--- config.mk ---
export PLATFORM = sky130hd
export DESIGN_NAME = mmcm_reset_sequencer
export DESIGN_NICKNAME = d
export VERILOG_FILES = /design/src/rtl/mmcm_seq_pkg.sv /design/src/rtl/sync_2ff.sv /design/src/rtl/mmcm_reset_sequencer.sv
export SDC_FILE = /design/constraint.sdc
export NUM_CORES = 1
export LEC_CHECK = 0
export CELL_PAD_IN_SITES_DETAIL_PLACEMENT = 1
export CELL_PAD_IN_SITES_GLOBAL_PLACEMENT = 1
export CORE_MARGIN = 1
export CORE_UTILIZATION = 30
export CTS_CLUSTER_DIAMETER = 60
export DETAILED_ROUTE_END_ITERATION = 8
export PLACE_DENSITY_LB_ADDON = 0.1
export SYNTH_ARGS = -nofsm -noshare
export SYNTH_HDL_FRONTEND = slang
export SYNTH_SLANG_ARGS = --single-unit
export TNS_END_PERCENT = 5
--- constraint.sdc ---
create_clock -name clk_in -period 1.9 [get_ports clk_in]
set_input_delay 0.475 -clock clk_in [delete_from_list [all_inputs] [get_ports clk_in]]
set_output_delay 0.475 -clock clk_in [all_outputs]
set_load 0.005 [all_outputs]
--- src/rtl/mmcm_seq_pkg.sv ---
// rtl/mmcm_seq_pkg.sv - state encoding and default timing for the MMCM reset sequencer
package mmcm_seq_pkg;

    localparam logic [2:0] ST_ASSERT_RST_ENC = 3'd0;
    localparam logic [2:0] ST_WAIT_LOCK_ENC  = 3'd1;
    localparam logic [2:0] ST_STABLE_ENC     = 3'd2;
    localparam logic [2:0] ST_RUN_ENC        = 3'd3;
    localparam logic [2:0] ST_FAULT_ENC      = 3'd4;

    typedef enum logic [2:0] {
        ST_ASSERT_RST = ST_ASSERT_RST_ENC,
        ST_WAIT_LOCK  = ST_WAIT_LOCK_ENC,
        ST_STABLE     = ST_STABLE_ENC,
        ST_RUN        = ST_RUN_ENC,
        ST_FAULT      = ST_FAULT_ENC
    } state_t;

    // Defaults sized for a 100 MHz reference clock
    localparam int DEF_RST_HOLD_CYCLES     = 16;
    localparam int DEF_LOCK_TIMEOUT_CYCLES = 10000;
    localparam int DEF_LOCK_STABLE_CYCLES  = 256;
    localparam int DEF_MAX_RETRIES         = 3;

    function automatic int max3(input int a, input int b, input int c);
        int m;
        m = (a > b) ? a : b;
        return (m > c) ? m : c;
    endfunction

endpackage

--- src/rtl/sync_2ff.sv ---
// rtl/sync_2ff.sv - two-stage single-bit synchronizer for asynchronous status inputs
module sync_2ff (
    input  logic clk,
    input  logic reset,
    input  logic d,
    output logic q
);

    (* ASYNC_REG = "TRUE" *) logic stage1;
    (* ASYNC_REG = "TRUE" *) logic stage2;

    always_ff @(posedge clk) begin
        if (reset) begin
            stage1 <= 1'b0;
            stage2 <= 1'b0;
        end else begin
            stage1 <= d;
            stage2 <= stage1;
        end
    end

    assign q = stage2;

endmodule

--- src/rtl/mmcm_reset_sequencer.sv ---
// rtl/mmcm_reset_sequencer.sv - MMCM reset pulse, lock wait with retries, lock qualification and system reset release
module mmcm_reset_sequencer
    import mmcm_seq_pkg::*;
#(
    parameter int TCQ                 = 1,
    parameter int RST_HOLD_CYCLES     = DEF_RST_HOLD_CYCLES,
    parameter int LOCK_TIMEOUT_CYCLES = DEF_LOCK_TIMEOUT_CYCLES,
    parameter int LOCK_STABLE_CYCLES  = DEF_LOCK_STABLE_CYCLES,
    parameter int MAX_RETRIES         = DEF_MAX_RETRIES
) (
    input  logic       clk_in,
    input  logic       reset,
    input  logic       mmcm_locked,
    input  logic       restart_req,
    output logic       mmcm_rst,
    output logic       sys_rst,
    output logic       ready,
    output logic       fault,
    output logic [7:0] retry_cnt,
    output logic [7:0] lock_lost_cnt,
    output logic [2:0] state_o
);

    localparam int TW = $clog2(max3(RST_HOLD_CYCLES, LOCK_TIMEOUT_CYCLES, LOCK_STABLE_CYCLES)) + 1;

    // Registers carry no modelled delay; TCQ only takes part in the parameter sanity check
    if (TCQ < 0 || RST_HOLD_CYCLES < 1 || LOCK_TIMEOUT_CYCLES < 1 ||
        LOCK_STABLE_CYCLES < 1 || MAX_RETRIES < 1 || MAX_RETRIES > 255) begin : g_bad_param
        $error("mmcm_reset_sequencer: parameter out of range");
    end

    state_t        state;
    state_t        nxt_state;
    logic [TW-1:0] timer;
    logic [TW-1:0] nxt_timer;
    logic [7:0]    nxt_retry;
    logic [7:0]    nxt_lost;
    logic [8:0]    retry_inc;
    logic          locked_s;

    sync_2ff u_lock_sync (
        .clk   (clk_in),
        .reset (reset),
        .d     (mmcm_locked),
        .q     (locked_s)
    );

    assign retry_inc = {1'b0, retry_cnt} + 9'd1;

    always_comb begin
        nxt_state = state;
        nxt_timer = timer + 1'b1;
        nxt_retry = retry_cnt;
        nxt_lost  = lock_lost_cnt;
        if (restart_req) begin
            nxt_state = ST_ASSERT_RST;
            nxt_timer = '0;
            nxt_retry = '0;
        end else begin
            case (state)
                ST_ASSERT_RST: begin
                    if (timer == TW'(RST_HOLD_CYCLES - 1)) begin
                        nxt_state = ST_WAIT_LOCK;
                        nxt_timer = '0;
                    end
                end
                ST_WAIT_LOCK: begin
                    // Lock seen on the timeout cycle still counts as a lock
                    if (locked_s) begin
                        nxt_state = ST_STABLE;
                        nxt_timer = '0;
                    end else if (timer == TW'(LOCK_TIMEOUT_CYCLES - 1)) begin
                        nxt_retry = retry_inc[7:0];
                        nxt_timer = '0;
                        nxt_state = (retry_inc < 9'(MAX_RETRIES)) ? ST_ASSERT_RST : ST_FAULT;
                    end
                end
                ST_STABLE: begin
                    if (!locked_s) begin
                        nxt_state = ST_WAIT_LOCK;
                        nxt_timer = '0;
                    end else if (timer == TW'(LOCK_STABLE_CYCLES - 1)) begin
                        nxt_state = ST_RUN;
                        nxt_timer = '0;
                        nxt_retry = '0;
                    end
                end
                ST_RUN: begin
                    nxt_timer = '0;
                    if (!locked_s) begin
                        nxt_state = ST_ASSERT_RST;
                        nxt_lost  = (lock_lost_cnt == 8'hFF) ? lock_lost_cnt : lock_lost_cnt + 8'd1;
                    end
                end
                ST_FAULT: begin
                    nxt_timer = '0;
                end
                default: begin
                    nxt_state = ST_ASSERT_RST;
                    nxt_timer = '0;
                end
            endcase
        end
    end

    // Outputs decode the next state so they change in the same cycle the state is entered
    always_ff @(posedge clk_in) begin
        if (reset) begin
            state         <= ST_ASSERT_RST;
            timer         <= '0;
            retry_cnt     <= '0;
            lock_lost_cnt <= '0;
            mmcm_rst      <= 1'b1;
            sys_rst       <= 1'b1;
            ready         <= 1'b0;
            fault         <= 1'b0;
            state_o       <= ST_ASSERT_RST_ENC;
        end else begin
            state         <= nxt_state;
            timer         <= nxt_timer;
            retry_cnt     <= nxt_retry;
            lock_lost_cnt <= nxt_lost;
            mmcm_rst      <= (nxt_state == ST_ASSERT_RST) || (nxt_state == ST_FAULT);
            sys_rst       <= (nxt_state != ST_RUN);
            ready         <= (nxt_state == ST_RUN);
            fault         <= (nxt_state == ST_FAULT);
            state_o       <= nxt_state;
        end
    end

endmodule

# After elaboration in Yosys (flattened, before gate mapping)
# Cells that the tools add are included.
totals:
  register_bits: 40
  inputBits: 4
  output_inout_bits: 23
  wordCells: 59
classes:
  n_addsub: 3
  n_lt_le_gt_ge: 1
  eq_ne: 15
  mux: 20
  n_bitwise: 3
  reduce_logical: 7
ops:
  columns: ["cell", "n"]
  rows:
  - ["15-bit 2-to-1 mux", 5]
  - ["15-bit case mux with 3 select lines", 1]
  - ["8-bit 2-to-1 mux", 4]
  - ["3-bit 2-to-1 mux", 8]
  - ["8-bit case mux with 2 select lines", 1]
  - ["15-bit by 1-bit adder with 15-bit output, second input constant", 1]
  - ["15-bit by 14-bit == test with 1-bit output, second input constant", 1]
  - ["15-bit by 4-bit == test with 1-bit output, second input constant", 1]
  - ["15-bit by 8-bit == test with 1-bit output, second input constant", 1]
  - ["3-bit case mux with 5 select lines", 1]
  - ["8-bit by 1-bit adder with 9-bit output, second input constant", 1]
  - ["3-bit by 2-bit == test with 1-bit output, second input constant", 3]
  - ["9-bit by 2-bit < comparator with 1-bit output, second input constant", 1]
  - ["8-bit by 1-bit adder with 8-bit output, second input constant", 1]
  - ["8-bit == test, second input constant", 1]
  - ["3-bit == test, second input constant", 2]
  - ["3-bit zero test", 2]
  - ["2-bit inequality test, second input constant", 3]
  - ["5-bit AND reduction", 1]
  - ["4-bit AND reduction", 1]
  - ["3-bit by 1-bit == test with 1-bit output, second input constant", 1]
  - ["3-bit by 2-bit inequality test with 1-bit output, second input constant", 1]
  - ["1-bit NOT", 3]
  - ["2-bit by 1-bit inequality test with 1-bit output, second input constant", 1]
  - ["3 further kinds", 3]

# Logic depth before layout (Yosys ltp)
# Gate-level depths: netlist of run 1.
logic_depth:
  word_depth: 9
  mapped_depth: 7
  ltp_nobuf: 6

# By module
# A second synthesis of run 1 with hierarchy kept.
hier_totals:
  cells_unflattened: 212
  area_unflattened_um2: 1991.9
by_module_without_submodules:
  columns: ["module", "instances", "cells_per_inst", "area_each_um2", "seq_area_each_um2"]
  rows:
  - ["mmcm_reset_sequencer", 1, 208, 1939.4, 760.7]
  - ["sync_2ff", 1, 4, 52.6, 40.0]

# Worst setup path after synthesis of run 1
# OpenSTA, ideal clock, no wires.
synth_timing:
  path_type: "register to register"
  startpoint: "register retry_cnt[1]"
  endpoint: "register fault"
  setup_ns: 0.133
  arrival_time_ns: 1.961
  required_ns: 1.767
  path_slack_ns: -0.194
  stages_incl_launch_ff: 8
  path_buffers: 1
  synth_period_minus_slack_ns: 2.094
  path_cell_list: "dfxtp_1 -> ha_1 -> and3_1 -> clkbuf_1 -> and3_1 -> mux2_2 -> a2111oi_2 -> a21oi_1"
synth_via:
  elab_chain_len: 8
synth_rtl:
  columns: ["element", "line", "source"]
  rows:
  - ["start, declared", "mmcm_reset_sequencer.sv:19", "output logic [7:0] retry_cnt,"]
  - ["start signal, assigned", "mmcm_reset_sequencer.sv:121", "retry_cnt <= nxt_retry;"]
  - ["8-bit by 1-bit adder with 9-bit output", "mmcm_reset_sequencer.sv:48", "assign retry_inc = {1'b0, retry_cnt} + 9'd1;"]
  - ["9-bit by 2-bit < comparator with 1-bit output", "mmcm_reset_sequencer.sv:75", "nxt_state = (retry_inc < 9'(MAX_RETRIES)) ? ST_ASSERT_RST : ST_FAULT;"]
  - ["3-bit 2-to-1 mux", "mmcm_reset_sequencer.sv:75", null]
  - ["3-bit 2-to-1 mux", "mmcm_reset_sequencer.sv:72", "end else if (timer == TW'(LOCK_TIMEOUT_CYCLES - 1)) begin"]
  - ["3-bit 2-to-1 mux", "mmcm_reset_sequencer.sv:69", "if (locked_s) begin"]
  - ["3-bit case mux with 5 select lines", "mmcm_reset_sequencer.sv:60", "case (state)"]
  - ["3-bit 2-to-1 mux", "mmcm_reset_sequencer.sv:55", "if (restart_req) begin"]
  - ["3-bit == test", "mmcm_reset_sequencer.sv:126", "fault <= (nxt_state == ST_FAULT);"]
  - ["end signal, assigned", "mmcm_reset_sequencer.sv:126", null]
  - ["end, declared", "mmcm_reset_sequencer.sv:18", "output logic fault,"]
# No other way between the ends.
# A chain may end at the register's enable or synchronous reset.

# Worst setup path after layout of run 1
layout_timing:
  startpoint: "register timer[8]"
  endpoint: "register retry_cnt[2]"
layout_via:
  elab_chain_len: 3
  word_cells_on_any_way: 5
  cone_classes: "eq/ne: 4; reduce/logical: 1"
layout_rtl:
  columns: ["element", "line", "source"]
  rows:
  - ["start, declared", "mmcm_reset_sequencer.sv:34", "logic [TW-1:0] timer;"]
  - ["start signal, assigned", "mmcm_reset_sequencer.sv:120", "timer <= nxt_timer;"]
  - ["15-bit by 8-bit == test with 1-bit output / 15-bit by 14-bit == test with 1-bit output (equally long branches)", "mmcm_reset_sequencer.sv:82, mmcm_reset_sequencer.sv:72", null]
  - ["2-bit inequality test (no source line)", null, null]
  - ["5-bit AND reduction (no source line) *", null, null]
# Every way passes the cells marked *; elsewhere a longest branch is shown, timed or not.

==> results of run 1 <==
[worst max-delay path, delay by kind of cell, from the launching register on]
family | cells | cell delay, ns
AO/OA/AOI/OAI | 2 | 0.19
flip-flops | 1 | 0.32
AND/OR/NAND/NOR | 3 | 1.27
[state kept, by name, summed over array words and instances (netlist names)]
register / cells
timer: 15
lock_lost_cnt: 8
retry_cnt: 8
state: 3
fault: 1
mmcm_rst: 1
ready: 1
sys_rst: 1
u_lock_sync.q: 1
u_lock_sync.stage1: 1
[how the worst max path moves through the flow]
stage	startpoint	to	slack (ns)	depth (start not counted)
after floorplan	retry_cnt[1]$_SDFFE_PP0P_	fault$_SDFF_PP0_	0.001	7
after global placement	restart_req	lock_lost_cnt[3]$_SDFFE_PP0P_	-0.07	5
after detailed placement	restart_req	timer[9]$_SDFF_PP0_	-0.13	6
after CTS	timer[0]$_SDFF_PP0_	retry_cnt[2]$_SDFFE_PP0P_	0.01	6
after global routing	timer[8]$_SDFF_PP0_	retry_cnt[2]$_SDFFE_PP0P_	-0.03	5
final	timer[8]$_SDFF_PP0_	retry_cnt[2]$_SDFFE_PP0P_	0.06	5
[metrics by stage]
step	power, mW	util	instances	hold slack [ns]
after floorplan	0.8831	-	228	0.4138
after global placement	0.9073	0.4187	355	0.4198
after detailed placement	0.9083	0.4187	355	0.4388
after CTS	1.521	0.4362	363	0.4595
after global routing	1.549	0.4391	363	0.4636
final	1.494	0.4391	363	0.4552
[power groups by stage]
stage	logic (mW)	clock network (mW)	registers, mW
global placement	0.0444	0	0.863
global route	0.0497	0.655	0.844
CTS	0.0452	0.633	0.843
detailed placement	0.0450	0	0.863
finish	0.0444	0.607	0.843
floorplan	0.0196	0	0.864
[layout make-up]
class                   instances  area, µm²  share of cell area
clock buffers                   7      86.33             0.03244
clock inverters                 1      7.507            0.002821
inverters                       6      22.52            0.008463
multi-input cells             175       1125              0.4227
flip-flops and latches         40      805.8              0.3028
well taps                      75      93.84             0.03526
repair buffers                 59      520.5              0.1956
[cell families after synthesis]
logic type,Yosys count,share of synthesized area
adder cells (fa/ha/maj),3,0.01943
XOR/XNOR,25,0.1133
flip-flops,40,0.4145
AND/OR/NAND/NOR,109,0.2921
buffers and inverters,13,0.03044
multiplexers,2,0.01101
AO/OA/AOI/OAI,36,0.1192
[routing by layer]
metal / vias to the layer above / share of wire / global-route usage
met5: - / 0 / 0
met4: 0 / 0.015 / 0.05263
met3: 6 / 0.028 / 0.03407
met2: 23 / 0.46 / 0.2612
met1: 852 / 0.50 / 0.2091
li1: 917 / - / -
[cells in the mapped netlist (3+ instances only)]
cell type / count
dfxtp_1: 40
nor2_1: 32
nand2_1: 21
xnor2_1: 15
a21oi_1: 12
nand3_1: 11
o21ai_0: 11
xor2_1: 10
nor3_1: 9
and3_1: 6
inv_1: 6
nand4_1: 5
clkbuf_1: 4
nor2b_1: 4
nor4_1: 4
ha_1: 3
[layout by cell type, fill, tap and decap left out, types with 2 or more instances in the layout]
cell type,netlist,routed
or4_1,2,2
nor3_1,9,9
clkdlybuf4s50_1,0,26
and3_1,6,5
a211oi_1,2,2
nand2b_1,2,2
buf_4,0,32
xor2_1,10,10
nor4_1,4,4
o21ai_0,11,11
o211ai_1,2,2
inv_1,6,6
nand4_1,5,5
nand3_1,11,10
and3_2,2,2
nor2b_1,4,4
nand2_1,21,21
nor2_1,32,32
nor3b_1,2,2
dfxtp_2,0,4
a21oi_1,12,12
clkbuf_8,0,6
xnor2_1,15,15
or3_1,2,2
dfxtp_1,40,36
[timing repair]
item | 4_1_cts | 5_1_grt
setup endpoints to repair | 16 | 13
pin swaps | 0 | 1
resized for setup | 2 | 5
==> results.sh, run 1 <==
export IMPL_cts_tree="done"
export IMPL_finalSetupViolations=0
export IMPL_dieArea_um2=6764
export IMPL_fin_crit_sh=0.9681
export IMPL_clock_latency_ns=0.29
export IMPL_ys_seq_elements=40
export IMPL_start_util=0.3187
export IMPL_cts_sinks=40
export IMPL_yosysTopAreaCellShare=0.4145
export IMPL_finalHoldViolations=0
export IMPL_power_density_nw_per_um2=561.5
export IMPL_die_x_um=82.25
export IMPL_max_slew_margin=0.6407
export IMPL_syn2layout_area_growth_pct=37.76
export IMPL_rows=28
export IMPL_p_comb_frac=0.030
export IMPL_skew_ns=0.002870
export IMPL_cp_arrival_ns=2.07
export IMPL_ys_flop_type="dfxtp_1"
export IMPL_dpl_instance_area_um2=2537
export IMPL_antenna_found_initial=0
export IMPL_internal_power_mw=1.159
export IMPL_synthArstFlopShare=0
export IMPL_r2r_cells=5
export IMPL_wl_per_cell_um=13.52
export IMPL_cts_made_buffers=5
export IMPL_drt_iter0_drc=45
export IMPL_crit_fanout=3
export IMPL_status="completed"
export IMPL_irDropWorstVdd_mv=0.3014
export IMPL_r2r_slack_ns=0.06
export IMPL_worstPathRequired_ns=2.13
export IMPL_synth_cell_area_um2=1932
export IMPL_hp_start="u_lock_sync.stage1$_SDFF_PP0_"
export IMPL_vias=1798
export IMPL_synthTopCellsByArea="dfxtp_1 41%, xnor2_1 6.8%, nor2_1 6.2%, xor2_1 4.5%, nand2_1 4.1%"
export IMPL_tns_ns=0
export IMPL_ctsHoldBuffers=0
export IMPL_yosysSeqAreaShare=0.4145
export IMPL_fmax_mhz=543.7
export IMPL_cts_buffer_depth=2
export IMPL_diodes=0
export IMPL_cp_start_kind="flip-flop"
export IMPL_crit_chain="or4_4, nor4_4, a2bb2oi_2, or4_1, o21ai_1"
export IMPL_grt_use_total=0.1602
export IMPL_yosys_warnings=0
export IMPL_fillers=737
export IMPL_hold_path_class="flip-flop to flip-flop"
export IMPL_rsz0062_at_grt="true"
export IMPL_fin_nets=294
export IMPL_ys_types=42
export IMPL_max_cap_violations=0
export IMPL_r2r_start="timer[8]$_SDFF_PP0_"
export IMPL_drc=0
export IMPL_synth_avg_cell_area_um2=8.473
export IMPL_postLayoutCellArea_um2=2661
export IMPL_yosys_area_top_type="dfxtp_1"
export IMPL_hold_end="u_lock_sync.q$_SDFF_PP0_"
export IMPL_h_tree_depth=2
export IMPL_die_y_um=82.25
export IMPL_synth_fp_nets=235
export IMPL_final_min_clock_period_ns=1.839
export IMPL_drive_gt1_frac=0.2083
export IMPL_dpl_worst_slack_ns=-0.1328
export IMPL_grt_pass1_wl_um=8259
export IMPL_min_delay_path_depth=1
export IMPL_grt_max_degree=16
export IMPL_wl_um=4906
export IMPL_cts_root_buf="clkbuf_8"
export IMPL_dr_pass1_iters=4
export IMPL_routabilityCongestion=0.7374
export IMPL_pin_count=27
export IMPL_tightest_slew_ns=0.5366
export IMPL_clkTransAtPathRegs_ns=0.08
export IMPL_timing_rr_end="retry_cnt[2]$_SDFFE_PP0P_"
export IMPL_synthCells=228
export IMPL_seqPwrFrac=0.564
export IMPL_p_sw_mw=0.3350
export IMPL_first_global_vias=1777
export IMPL_hpwl_um=3750
export IMPL_post_cts_setup_buffer_count=0
export IMPL_grt_overflow=0
export IMPL_path_class="flip-flop to flip-flop"
export IMPL_switching_share=0.2242
export IMPL_slew_viol_final=0
export IMPL_power_leakage_nw=0.9723
export IMPL_synth_edf_count=0
export IMPL_crit_slowest_cell="or4_4"
export IMPL_clockPowerShare=0.406
export IMPL_via_per_inst=4.953
export IMPL_fp_coreArea_um2=6061
export IMPL_portBuffers=26
export IMPL_ant_nets=0
export IMPL_cpPeakStageDelay_ns=0.57
export IMPL_finalWorstSetupSlack_ns=0.06064
export IMPL_endpoint_kind="flip-flop"
(Power assumes the default switching activity.)
==> run 2: changes to the inputs <==
- SKIP_LAST_GASP: unset -> 1
==> results.sh, run 2 (synthesized netlist as in run 1, its figures left out) <==
export IMPL_status="completed"
export IMPL_cts_buffer_depth=2
export IMPL_wl_per_cell_um=13.46
export IMPL_final_min_clock_period_ns=1.888
export IMPL_cts_root_buf="clkbuf_8"
export IMPL_finalHoldViolations=0
export IMPL_grt_max_degree=16
export IMPL_crit_slowest_cell="or4_1"
export IMPL_crit_top_cell="o41ai_1"
export IMPL_largestRegisters="timer (15), lock_lost_cnt (8), retry_cnt (8)"
export IMPL_irDropWorstVdd_mv=0.3018
export IMPL_min_delay_path_depth=1
export IMPL_finalSetupViolations=0
export IMPL_worstPathRequired_ns=2.09
export IMPL_max_cap_violations=0
export IMPL_hold_path_class="flip-flop to flip-flop"
export IMPL_tns_ns=0
export IMPL_start_util=0.3187
export IMPL_p_total_mw=1.496
export IMPL_drt_iter0_drc=81
export IMPL_ctsHoldBuffers=0
export IMPL_grt_pass1_wl_um=8245
export IMPL_diodes=0
export IMPL_routabilityCongestion=0.7374
export IMPL_pin_count=27
export IMPL_power_density_nw_per_um2=567.4
export IMPL_final_common_cell="dfxtp_1"
export IMPL_drive_gt1_frac=0.1910
export IMPL_crit_family="compound AO/OA/AOI/OAI gates"
export IMPL_hpwl_um=3750
export IMPL_skew_ns=0.003097
export IMPL_rsz0062_at_grt="true"
export IMPL_portBuffers=26
export IMPL_cp_start_kind="flip-flop"
export IMPL_wl_met2_um=2203
export IMPL_via_per_inst=4.928
export IMPL_fp_coreArea_um2=6061
export IMPL_cts_made_buffers=5
export IMPL_h_tree_depth=2
export IMPL_whs_ns=0.4559
export IMPL_fmax_mhz=529.7
export IMPL_regMostFlops="timer"
export IMPL_wl_met3_um=138
export IMPL_dr_pass1_iters=4
export IMPL_drc=0
export IMPL_fin_nets=294
export IMPL_clkTransAtPathRegs_ns=0.08
export IMPL_crit_fanout=15
export IMPL_final_cell_mix="38 x dfxtp_1, 32 x nor2_1, 32 x buf_4, 26 x clkdlybuf4s50_1, 21 x nand2_1"
export IMPL_max_slew_margin=0.6351
export IMPL_cp_arrival_ns=2.08
export IMPL_wl_um=4887
export IMPL_antenna_found_initial=0
export IMPL_endpoint_kind="flip-flop"
export IMPL_syn2layout_area_growth_pct=36.46
export IMPL_die_x_um=82.25
export IMPL_cp_num_cells=6
export IMPL_path_class="flip-flop to flip-flop"
export IMPL_crit_chain="or4_1, o41ai_1, o41ai_1, o21ai_2, buf_12, nor2_1"
export IMPL_routed_top_layer="met4"
export IMPL_r2r_cells=6
export IMPL_largest_reg_flops=15
export IMPL_clock_latency_ns=0.29
export IMPL_crit_buf_inv=1
export IMPL_slew_viol_final=0
export IMPL_grt_use_total=0.1600
export IMPL_vias=1789
export IMPL_cpPeakStageDelay_ns=0.56
export IMPL_rows=28
export IMPL_cts_tree="done"
export IMPL_die_y_um=82.25
export IMPL_power_leakage_nw=0.9687
export IMPL_wl_met1_um=2469
export IMPL_fin_crit_sh=0.9936
export IMPL_grt_overflow=0
export IMPL_cts_sinks=40
export IMPL_first_global_vias=1775
export IMPL_tightest_slew_ns=0.5449
export IMPL_dieArea_um2=6764
export IMPL_ant_nets=0
## run 2: routing by layer
metal,vias up,global-route usage
li1,916,-
met1,844,0.2084
met2,23,0.2612
met3,6,0.03407
met4,0,0.05263
met5,-,0
## run 2: path summary, 6_finish.rpt
kind | from | to | slack (ns)
max reg2reg | timer[4]$_SDFF_PP0_ | timer[9]$_SDFF_PP0_ | 0.01
max | timer[4]$_SDFF_PP0_ | timer[9]$_SDFF_PP0_ | 0.01
min reg2reg | u_lock_sync.stage1$_SDFF_PP0_ | u_lock_sync.q$_SDFF_PP0_ | 0.46
min | u_lock_sync.stage1$_SDFF_PP0_ | u_lock_sync.q$_SDFF_PP0_ | 0.46
## run 2: layout make-up
type                    instances  area, µm²
multi-input cells             175       1102
well taps                      75      93.84
clock inverters                 1      7.507
repair buffers                 59      520.5
clock buffers                   7      86.33
fillers                       735       3425
inverters                       6      22.52
flip-flops and latches         40      803.3
## run 2: timing repair
action / 4_1_cts / 5_1_grt
buffers inserted: 0 / 0
gates cloned: 0 / 0
endpoints found under the setup margin: 16 / 24
pin swaps: 0 / 0
gates resized for setup: 1 / 0
## run 2: metrics by stage
stage / setup WS, ns / util / cells / instance area [µm²]
floorplan: 0.001261 / - / 228 / 1961
global placement: -0.07125 / 0.4187 / 355 / 2537
detailed placement: -0.1328 / 0.4187 / 355 / 2537
CTS: -0.01267 / 0.4350 / 363 / 2636
global route: -0.09707 / 0.4350 / 363 / 2636
finish: 0.01216 / 0.4350 / 363 / 2636
## run 2: power by group
group          internal [mW]  switching [mW]  leakage (nW)
Combinational         0.0223          0.0217         0.600
Clock                  0.296           0.313        0.0445
Sequential             0.841         0.00191         0.324
Total                   1.16           0.337         0.969
## run 2: worst reg2reg max path: stages (launching register included)
cell and delay (ns):
dfxtp_1 0.33, or4_1 0.56, o41ai_1 0.35, o41ai_1 0.15, o21ai_2 0.18, buf_12 0.16
nor2_1 0.06
